### config.mk
export PLATFORM = sky130hd
export DESIGN_NAME = fifo_burst_reader
export DESIGN_NICKNAME = d
export VERILOG_FILES = /design/src/rtl/fifo_rd_pkg.sv /design/src/rtl/stream_skid_buf.sv /design/src/rtl/fifo_burst_reader.sv
export SDC_FILE = /design/constraint.sdc
export NUM_CORES = 1
export LEC_CHECK = 0
export BUFFER_PORTS_ARGS = -buffer_cell sky130_fd_sc_hd__buf_4
export CAP_MARGIN = 5
export CORE_MARGIN = 1.5
export CORE_UTILIZATION = 60
export DETAILED_ROUTE_END_ITERATION = 8
export HOLD_SLACK_MARGIN = 0.12
export PLACE_DENSITY = 0.83
export SYNTH_ARGS = -nofsm -noshare
export SYNTH_HDL_FRONTEND = slang
export SYNTH_SLANG_ARGS = --single-unit
### constraint.sdc
create_clock -name i_clk -period 4.6 [get_ports i_clk]
set_input_delay 1.15 -clock i_clk [delete_from_list [all_inputs] [get_ports i_clk]]
set_output_delay 1.15 -clock i_clk [all_outputs]
set_load 0.005 [all_outputs]
### src/rtl/fifo_rd_pkg.sv
// Shared types and sizing for the FIFO burst reader.
// The prefetch depth fixes how many words may be buffered or in flight at once.
package fifo_rd_pkg;

    typedef enum logic [1:0] {
        IDLE = 2'd0,
        RUN  = 2'd1,
        DONE = 2'd2
    } rd_state_e;

    localparam int unsigned BUF_DEPTH = 2;
    localparam int unsigned CNT_W     = $clog2(BUF_DEPTH + 1);
    localparam int unsigned OCC_W     = CNT_W + 1;

endpackage

### src/rtl/stream_skid_buf.sv
// Two-entry in-order word buffer with simultaneous push/pop and a registered head.
// The caller guarantees no push when full without a pop, and no pop when empty.
module stream_skid_buf
    import fifo_rd_pkg::*;
#(
    parameter int unsigned WIDTH = 8
) (
    input  logic             i_clk,
    input  logic             i_rst_n,
    input  logic             i_push,
    input  logic [WIDTH-1:0] i_data,
    input  logic             i_pop,
    output logic [CNT_W-1:0] o_count,
    output logic [WIDTH-1:0] o_head
);

    logic [WIDTH-1:0] head_q, head_d;
    logic [WIDTH-1:0] tail_q, tail_d;
    logic [CNT_W-1:0] count_q, count_d;

    always_comb begin
        head_d  = head_q;
        tail_d  = tail_q;
        count_d = count_q;
        unique case ({i_push, i_pop})
            2'b10: begin
                if (count_q == '0) begin
                    head_d = i_data;
                end else begin
                    tail_d = i_data;
                end
                count_d = count_q + CNT_W'(1);
            end
            2'b01: begin
                head_d  = tail_q;
                count_d = count_q - CNT_W'(1);
            end
            2'b11: begin
                // With one entry the incoming word replaces the departing head directly.
                if (count_q == CNT_W'(1)) begin
                    head_d = i_data;
                end else begin
                    head_d = tail_q;
                    tail_d = i_data;
                end
            end
            default: begin
            end
        endcase
    end

    always_ff @(posedge i_clk) begin
        if (!i_rst_n) begin
            head_q  <= '0;
            tail_q  <= '0;
            count_q <= '0;
        end else begin
            head_q  <= head_d;
            tail_q  <= tail_d;
            count_q <= count_d;
        end
    end

    assign o_count = count_q;
    assign o_head  = head_q;

endmodule

### src/rtl/fifo_burst_reader.sv
// Pops a commanded burst from a 1-cycle-latency FIFO and streams it at one word per cycle.
// Optional STREAM_LAST_EN macro adds the o_last end-of-burst marker.
module fifo_burst_reader
    import fifo_rd_pkg::*;
#(
    parameter int unsigned WIDTH = 8,
    parameter int unsigned LEN_W = 8
) (
    input  logic             i_clk,
    input  logic             i_rst_n,
    input  logic             i_start,
    input  logic [LEN_W-1:0] i_len,
    output logic             o_busy,
    output logic             o_done,
    output logic             o_fifo_re,
    input  logic             i_fifo_empty,
    input  logic [WIDTH-1:0] i_fifo_data,
    output logic             o_valid,
    input  logic             i_ready,
    output logic [WIDTH-1:0] o_data,
    output logic             o_last
);

    rd_state_e        state_q, state_d;
    logic [LEN_W-1:0] len_q, len_d;
    logic [LEN_W-1:0] issued_q, issued_d;
    logic [LEN_W-1:0] sent_q, sent_d;
    logic             inflight_q;

    logic [CNT_W-1:0] buf_cnt;
    logic [WIDTH-1:0] buf_head;
    logic             handshake;
    logic [OCC_W-1:0] occupancy;
    logic [OCC_W-1:0] limit;
    logic             credit_ok;

    stream_skid_buf #(
        .WIDTH (WIDTH)
    ) u_buf (
        .i_clk   (i_clk),
        .i_rst_n (i_rst_n),
        .i_push  (inflight_q),
        .i_data  (i_fifo_data),
        .i_pop   (handshake),
        .o_count (buf_cnt),
        .o_head  (buf_head)
    );

    assign o_valid   = (buf_cnt != '0);
    assign o_data    = buf_head;
    assign handshake = o_valid & i_ready;

    // A pop may be issued only if its word is guaranteed a slot when it lands.
    assign occupancy = OCC_W'(buf_cnt) + OCC_W'(inflight_q);
    assign limit     = OCC_W'(BUF_DEPTH) + OCC_W'(handshake);
    assign credit_ok = (occupancy < limit);

    assign o_fifo_re = (state_q == RUN) & (issued_q < len_q) & ~i_fifo_empty & credit_ok;

    always_comb begin
        state_d  = state_q;
        len_d    = len_q;
        issued_d = issued_q;
        sent_d   = sent_q;
        unique case (state_q)
            IDLE: begin
                if (i_start) begin
                    len_d    = i_len;
                    issued_d = '0;
                    sent_d   = '0;
                    state_d  = (i_len != '0) ? RUN : DONE;
                end
            end
            RUN: begin
                if (o_fifo_re) begin
                    issued_d = issued_q + LEN_W'(1);
                end
                if (handshake) begin
                    sent_d = sent_q + LEN_W'(1);
                end
                if (sent_q == len_q) begin
                    state_d = DONE;
                end
            end
            DONE: begin
                state_d = IDLE;
            end
            default: begin
                state_d = IDLE;
            end
        endcase
    end

    always_ff @(posedge i_clk) begin
        if (!i_rst_n) begin
            state_q    <= IDLE;
            len_q      <= '0;
            issued_q   <= '0;
            sent_q     <= '0;
            inflight_q <= 1'b0;
        end else begin
            state_q    <= state_d;
            len_q      <= len_d;
            issued_q   <= issued_d;
            sent_q     <= sent_d;
            inflight_q <= o_fifo_re;
        end
    end

    assign o_busy = (state_q == RUN);
    assign o_done = (state_q == DONE);

`ifdef STREAM_LAST_EN
    assign o_last = o_valid & (sent_q == len_q - LEN_W'(1));
`else
    assign o_last = 1'b0;
`endif

endmodule

# Yosys cells after proc, flatten, opt, wreduce, memory -nomap -nowiden
# Cells that the tools add are included.
dict set report classes {
  bitwise_logic 5
  addsub 6
  mux 16
  n_reduce_logical 14
  n_eq_ne 14
  order_cmp 2
  div 0
  n_mul 0
  shift 0
}
# op n
set op_table {}
lappend op_table {{$mux 8} 7}
lappend op_table {{$pmux 8 s2} 3}
lappend op_table {{$pmux 8 s3} 1}
lappend op_table {{$add 8x1->8 const B} 2}
lappend op_table {{$reduce_and 3->1} 3}
lappend op_table {{$eq 8x8->1} 1}
lappend op_table {{$lt 8x8->1} 1}
lappend op_table {{$ne 2x1->1 const B} 4}
lappend op_table {{$pmux 2 s2} 2}
lappend op_table {{$reduce_bool 2->1} 4}
lappend op_table {{$reduce_bool 8->1} 1}
lappend op_table {{$eq 2x1->1 const B} 3}
lappend op_table {{$eq 2x2->1 const B} 3}
lappend op_table {{$mux 2} 3}
lappend op_table {{$ne 2x2->1 const B} 3}
lappend op_table {{$reduce_and 2->1} 3}
lappend op_table {{$and 1x1->1} 4}
lappend op_table {{$logic_not 2->1} 2}
lappend op_table {{$add 2x1->3} 1}
lappend op_table {{$add 2x1->3 const A} 1}
lappend op_table {{$lt 3x3->1} 1}
lappend op_table {{$reduce_bool 3->1} 1}
lappend op_table {{$add 2x1->2 const B} 1}
lappend op_table {{$sub 2x1->2 const B} 1}
lappend op_table {{$not 1->1} 1}
dict set report word_totals {
  romBits 0
  elab_cells 65
  mem_count 0
  regBits 45
  latch_bits 0
  mem_bits_rw 0
  input_bits 21
}

# Depth between registers and ports, before layout
# Gate-level depths: netlist (run 1).
dict set report logic_depth {
  depth_word 7
  ltp_mapped 10
  mapped_depth_nobuf 9
}

# By module
# Synthesis (run 1) repeated with hierarchy kept, for this count alone.
dict set report unflattened {
  hier_cells 294
  hier_area_um2 2528.7
}
# mod area_per_inst_um2 cells_per_inst instances seq_area_each_um2
set modules_own_cells {}
lappend modules_own_cells {fifo_burst_reader 1569.0 187 1 540.5}
lappend modules_own_cells {stream_skid_buf 959.7 107 1 360.3}

# Least setup slack after synthesis (run 1)
# No wires, ideal clock.
dict set report synth_path {
  path_type {input to output}
  startpoint {input port i_fifo_empty}
  endpoint {output port o_fifo_re}
  cell_stages 3
  arrival_ns 1.853
  n_path_buf 0
  required_time_ns 3.450
  setup_slack_ns 1.597
  path_cell_list {nor3_1 -> o2111ai_4 -> nor2_1}
}
dict set report synth_via {
  elab_chain_len 3
}
# item line_no
set synth_rtl {}
lappend synth_rtl {{from (decl)} fifo_burst_reader.sv:16} ;# input logic i_fifo_empty,
lappend synth_rtl {{$not 1->1} fifo_burst_reader.sv:58} ;# assign o_fifo_re = (state_q == RUN) & (issued_q < len_q) & ~i_fifo_empty & credit_ok;
lappend synth_rtl {{$and 1x1->1 (2 in series)} fifo_burst_reader.sv:58}
lappend synth_rtl {{to (decl)} fifo_burst_reader.sv:15} ;# output logic o_fifo_re,
# No other way between the ends.

# Worst setup path in the final report (run 1)
# Same ends and word-level chain as after synthesis.

==> key figures, run 1 <==
Cells and area
  – Commonest non-fill, non-tap cell in the layout: dfxtp_1
  – Area grow syn2layout: 14.5%
  – Ant. Diodes: 0
  – Fillers: 302
  – Final instance area: between 2000 and 3000 um2
  – Final Non-Filler Cells: approximately 350
  – Layout cell share with drive strength beyond 1: 16.7%
  – Most frequent cells in the layout: dfxtp_1 (45), buf_4 (32), nand2_1 (29)
  – Final-stage net count: 336

Timing
  – Rel. slew slack: about 33%
  – Setup violations, final: 0
  – Slew of the pin with the lowest slew margin: 999 ps
  – Fin crit share: 71.8%
  – Final hold vios: 0
  – Top achievable clock speed: 303 MHz
  – Setup TNS: 0 ps
  – Minimum clock period: 3300 ps
  – Worst clock skew: a little under 8 ps
  – Worst hold margin: between 500 and 600 ps
  – Max-slew violations: 0
  – Unrepaired setup endpoints after global routing: false

Detailed routing
  – Via count: about 2000
  – Wire length per cell: between 10 and 15 um
  – Drt total wl: 4880 um
  – First-pass detailed-route iteration total: 4
  – Drt drc: 0
  – Drt via density: about 5.6
  – Post-route ant nets: 0
  – Iter 0 DRT Violations: roughly 140

Critical path
  – End point of the critical path: o_fifo_re
  – WP data arrival: 2150 ps
  – Crit Path Class: input pin to output port
  – Worst Setup SP: i_fifo_empty
  – Reg2Reg Depth: 9
  – R2R Path Start: u_buf.o_count[0]
  – R2r setup slk: ~2100 ps
  – Critical Path End Type: output port
  – CP Max Fanout: 5
  – Critical path launch point type: input pin
  – Worst Path Required: 3450 ps
  – Reg2reg end: u_buf.o_head[4]

CTS
  – Later-pin clock latency in the skew report: around 300 ps
  – TritonCTS buffer count: 5
  – Setup bufs post-CTS: 0
  – Clock-pin slew on the worst setup and hold paths: around 80 ps
  – Root buffer cell: clkbuf_8
  – CTS tree: built
  – Post-CTS Hold Fix Bufs: 0
  – Post-cts sizing count: 0
  – H-tree Lvls: 2
  – Max clock buf depth: 2
  – Sink Count: 45

Pwr
  – Clock power frac: about 33%
  – Cell area power density: roughly 270 nW/um2
  – Worst VDD drop: roughly 220 uV
  – P_sw: approximately 210 uW
  – Total internal power: between 500 and 600 uW
  – Sequential share of power: between 50% and 60%
  – Leakage power: 1.16 nW
  – Switching Fraction: between 20% and 30%
  – Combinational share of power: about an eighth

Synth
  – Largest family of logic cells by synthesized area: simple AND/OR/NAND/NOR gates
  – Synthesized-area fraction occupied by adder cells: ~8.3%
  – #FFs+latches synth: 45
  – Multiplexer area fraction after synthesis: under 10%
  – Yosys warning count: 0
  – Sequential share of the synthesized area: 37.2%
  – Synth top area share: ~37%
  – Synth area leader: dfxtp_1
  – Mapped Nets: 306
  – Post-synthesis xor/xnor area fraction: approximately 5.8%
  – Synth area leaders: dfxtp_1 (37%), ha_1 (8.3%), xor2_1 (4.7%), nand2_1 (4.5%), mux2i_1 (4.1%)
  – Post-Synth Simple-Gate Area: between 20% and 30%
  – Unique masters post-synth: 45
  – Post-Synthesis Cells: ~270
  – Synth Cell Area: 2420 um2
  – Synth Area in Compound Gates: a little under a fifth
  – Syn avg cell area: about 9.0 um2

Floorplanning
  – Die Y: ~67 um
  – Die Wd: ~67 um
  – Die ar.: between 4000 and 5000 um2
  – Initial core utilization: between 60% and 70%
  – Number of cell rows: 22
  – # IOs: 34
  – Core area: about 3800 um2

Placed design
  – Routability congestion estimate: approximately 0.8
  – Post-DP Area: approximately 2700 um2
  – Placed instance count: 340
  – Placed wire-length estimate: between 3000 and 4000 um
  – Port bufs: 32

Global route
  – Initial antenna violation count: 0
  – GR Util All Layers: 24.6%
  – Vias in the first global route: roughly 1800
  – Pin count of the biggest net entering global routing: 35
  – GRT overflow: 0
  – First-pass GRT wire length: 8160 um

Flow run
  – Max_cap viols: 0

Run status
  – Run status: finished, final reports clean

Min path
  – Hold/Removal Path Class: flop to flop
final cells by class:
type	instances	area (um2)	area share (%)
Inverter	14	52.6	1.89
Multi-Input combinational cell	201	1430	51.6
Timing Repair Buffer	32	240	8.66
Clock inverter	3	21.3	0.766
Clock buffer	5	68.8	2.48
Sequential cell	45	901	32.5
Tap cell	48	60.1	2.16
routing by layer:
| layer | up-vias | global-route usage [%] | share of wire, % |
|---|---|---|---|
| li1 | 993 | - | - |
| met1 | 908 | 30.1 | 46 |
| met2 | 43 | 42.1 | 49 |
| met3 | 8 | 6.08 | 3.5 |
| met4 | 0 | 7.91 | 1.6 |
| met5 | - | 0 | 0 |
registers in the layout, indices dropped and copies added (netlist names):
register / count
state_q: 2
len_q: 8
u_buf.o_head: 8
u_buf.o_count: 2
sent_q: 8
u_buf.tail_q: 8
inflight_q: 1
issued_q: 8
power by group through the flow:
stage	Combinational, mW	Sequential (mW)	Clock [mW]
after floorplan	0.0677	0.414	0
after global placement	0.0967	0.419	0
after detailed placement	0.0989	0.419	0
after CTS	0.0994	0.410	0.255
after global routing	0.110	0.411	0.271
final	0.0991	0.410	0.249
worst min-delay path by stage:
stage	cells past startpoint	end	from
after floorplan	2	issued_q[1]	issued_q[1]
after global placement	2	u_buf.tail_q[5]	u_buf.tail_q[5]
after detailed placement	2	issued_q[1]	issued_q[1]
after CTS	2	len_q[4]	len_q[4]
after global routing	2	issued_q[1]	issued_q[1]
final	2	issued_q[1]	issued_q[1]
synthesized netlist by cell type (all sizes together):
cell      n
a211o     2
and2     12
or2       2
ha       16
o211ai    1
mux2      1
xor2     13
clkbuf    7
or4       2
a31oi     1
nor4      3
a22oi     8
nor4b     2
mux2i    10
nor2     13
o211a     2
nand2    29
and3      5
inv      14
o21a      3
a21boi   10
o2111ai   2
nor3      3
nand3     6
xnor2     3
buf       2
or3b      1
o21ai    19
a21o      1
dfxtp    45
nor3b     2
nor2b    13
nand2b    2
a21oi     3
conb      1
or3       1
a211oi    2
a221o     4
nand3b    1
nand4     2
logic make-up after synthesis:
kind of cell,count (synthesis)
and+or+nand+nor,99
AOI/OAI and AO/OA,58
DFF,45
buffers and inverters,23
adders and majority gates,16
xor gates and xnor gates,16
muxes,11
other,1
stage by stage:
stage | utilization (%) | power, mW | setup slack, ps
2_1_floorplan | - | 0.482 | 1600
3_3_place_gp | 71.2 | 0.515 | 1310
3_5_place_dp | 71.2 | 0.518 | 1290
4_1_cts | 73.6 | 0.764 | 1290
5_1_grt | 73.6 | 0.793 | 1210
6_report | 73.6 | 0.758 | 1300
worst max-delay path: stages:
cell,delay (ps)
buf_4,110
nor3_1,280
o2111ai_4,230
nor2_1,240
buf_4,140
Note: power is estimated with default switching activity, not from simulation.
==> run 2, diff against run 1 <==
ABC_AREA = 1   (was unset)
CORE_UTILIZATION = 57   (was 60)
PLACE_DENSITY = 0.79   (was 0.83)
clock period = 3.3 ns   (was 4.6 ns; I/O delays follow)
==> key figures, run 2 <==
Floorplanning
  – Die ar.: 4860 um2
  – Die Wd: ~70 um
  – Initial core utilization: about three fifths
  – Number of cell rows: 24
  – Core area: between 4000 and 5000 um2
  – # IOs: 34
  – Die Y: 69.7 um

Cells and area
  – Area grow syn2layout: 14.3%
  – Most frequent cells in the layout: inv_1 (63), dfxtp_1 (45), nand2_1 (39)
  – Utilization after layout: approximately 67%
  – Final-stage net count: 414
  – Ant. Diodes: 0
  – Commonest non-fill, non-tap cell in the layout: inv_1
  – Fillers: ~420
  – Layout cell share with drive strength beyond 1: between 10% and 20%

Critical path
  – CP delay by family, top: simple AND/OR/NAND/NOR gates
  – Slowest cell on crit path: dfxtp_1
  – CP Max Fanout: 4
  – WP buf/inv: 4
  – WP data arrival: between 1500 and 2000 ps
  – Most frequent CP cell: inv_1
  – Reg2Reg Depth: 8
  – Reg2reg end: u_buf.o_head[1]
  – R2r setup slk: 1350 ps
  – R2R Path Start: u_buf.o_count[1]
  – Worst path max stage delay: ~410 ps
  – Critical path launch point type: flop
  – Critical Path End Type: output port
  – CP Depth: 10
  – Crit Path Class: flop to output port
  – Worst Path Required: between 2000 and 2500 ps
  – CP cell instances: inv_1 -> ha_1 -> nor2_4 -> inv_2 -> o21ai_2 -> nand3_1 -> nor2_2 -> nand2_2 -> inv_1 -> buf_4

Global route
  – Pin count of the biggest net entering global routing: 38
  – Vias in the first global route: approximately 2100
  – GR Util All Layers: 22.4%
  – Initial antenna violation count: 0
  – GRT overflow: 0
  – First-pass GRT wire length: 9030 um

CTS
  – Post-cts sizing count: 0
  – CTS tree: built
  – Post-CTS Hold Fix Bufs: 0
  – Sink Count: 45
  – TritonCTS buffer count: 5
  – Root buffer cell: clkbuf_8
  – H-tree Lvls: 2
  – Clock-pin slew on the worst setup and hold paths: ~80 ps
  – Max clock buf depth: 2
  – Later-pin clock latency in the skew report: roughly 300 ps
  – Setup bufs post-CTS: 0

Synth
  – Mapped Nets: between 300 and 400
  – Synth Cell Area: between 2000 and 3000 um2
  – Synth area leaders: dfxtp_1 (36%), inv_1 (9.3%), ha_1 (7.9%), a21oi_1 (6.5%), o21ai_0 (5.9%)
  – Synth cell count leaders: inv_1 (63), dfxtp_1 (45), nand2_1 (39)
  – Synth area leader: dfxtp_1
  – Share of flip-flops with an asynchronous set or reset: 0%
  – Yosys warning count: 0
  – #FFs+latches synth: 45
  – Post-synth EDFFs: 0
  – Unique masters post-synth: 34
  – Ys flop type: dfxtp_1
  – Post-Synthesis Cells: between 300 and 400
  – Most common cell in the netlist: inv_1
  – Sequential share of the synthesized area: a little over a third
  – Syn avg cell area: roughly 7.3 um2
  – Synth top area share: a little over a third

Timing
  – Slew of the pin with the lowest slew margin: 652 ps
  – Max-slew violations: 0
  – Setup violations, final: 0
  – Setup TNS: 0 ps
  – Rel. slew slack: 56.6%
  – Worst clock skew: slightly above 9 ps
  – Fin crit share: 79.3%
  – Final hold vios: 0
  – Top achievable clock speed: between 300 and 400 MHz
  – Minimum clock period: around 2600 ps
  – Unrepaired setup endpoints after global routing: false

Min path
  – Hold depth: 2
  – Worst Min Path Start: u_buf.tail_q[5]
  – Hold/Removal Path Class: flop to flop
  – Hold Path End: u_buf.tail_q[5]

Placed design
  – Placed wire-length estimate: roughly 3600 um
  – Routability congestion estimate: slightly below 0.8
  – Port bufs: 32

Detailed routing
  – Iter 0 DRT Violations: between 100 and 150
  – Post-route ant nets: 0
  – Drt drc: 0
  – Drt total wl: just under 5000 um
  – First-pass detailed-route iteration total: 4
  – Drt via density: 5.24
  – Wire length per cell: ~12 um
  – Via count: between 2000 and 2500

Pwr
  – Worst VDD drop: a little under 400 uV
  – Leakage power: 1.35 nW
  – Cell area power density: between 500 and 600 nW/um2

Run status
  – Run status: finished, final reports clean

Flow run
  – Max_cap viols: 0
==> run 2: cell count changes after synthesis, sizes merged, moves of 8 or more <==
| cell | delta |
|---|---|
| a21boi | -10 |
| a21oi | +38 |
| a22oi | -8 |
| and2 | -12 |
| inv | +51 |
| mux2i | -10 |
| nand2 | +16 |
| nand3 | +10 |
| nor2 | +29 |
| nor2b | -13 |
| o21ai | +13 |
| o221ai | +8 |
==> run 2: layer usage <==
metal | vias up | track usage (%) | share of wire, %
li1 | 1179 | - | -
met1 | 1013 | 25.8 | 45
met2 | 56 | 40.5 | 49
met3 | 7 | 5.96 | 5.3
met4 | 0 | 7.05 | 1.3
met5 | - | 0 | 0
==> run 2: layout make-up <==
class	count	area, um2	share of cell area, %
Inverter	65	244	8.41
Timing Repair Buffer	34	255	8.80
Clock inverter	1	5.00	0.173
Multi-Input combinational cell	226	1330	46.0
Sequential cell	45	901	31.1
Tap cell	52	65.1	2.24
Clock buffer	7	96.3	3.32
==> run 2: through the flow <==
stage / area, um2 / setup WS [ps] / total power, mW / hold slack (ps) / std cells
floorplan: 2540 / 832 / 1.10 / 430 / 347
global placement: 2800 / 813 / 1.26 / 442 / 422
detailed placement: 2800 / 791 / 1.27 / 446 / 422
CTS: 2900 / 653 / 1.65 / 458 / 430
global route: 2900 / 505 / 1.77 / 471 / 430
finish: 2900 / 685 / 1.64 / 455 / 430
==> run 2: how the worst max path moves through the flow <==
stage | start | endpoint
floorplan | i_ready | o_fifo_re
global placement | i_ready | o_fifo_re
detailed placement | i_ready | o_fifo_re
CTS | u_buf.o_count[0] | o_fifo_re
global route | u_buf.o_count[0] | o_fifo_re
finish | u_buf.o_count[0] | o_fifo_re
==> run 2: cells by family after synthesis <==
kind of cell | Yosys count | share of synthesized area [%]
fa+ha+maj | 16 | 7.89
other cells | 1 | 0.148
xor+xnor | 7 | 2.42
simple gates | 119 | 22.9
buf+inv | 76 | 11.9
compound gates | 83 | 19.2
flops | 45 | 35.5
==> run 2: power by group <==
part           internal, mW  leakage, nW  switching, mW
logic                 0.251        0.932          0.319
clock network         0.189       0.0542          0.189
registers             0.630        0.368         0.0629
total                  1.07         1.35          0.571
==> run 2: tightest hold or removal path, stage by stage (launching register included) <==
cell     delay [ps]
dfxtp_1         310
inv_1            60
a21oi_1          50
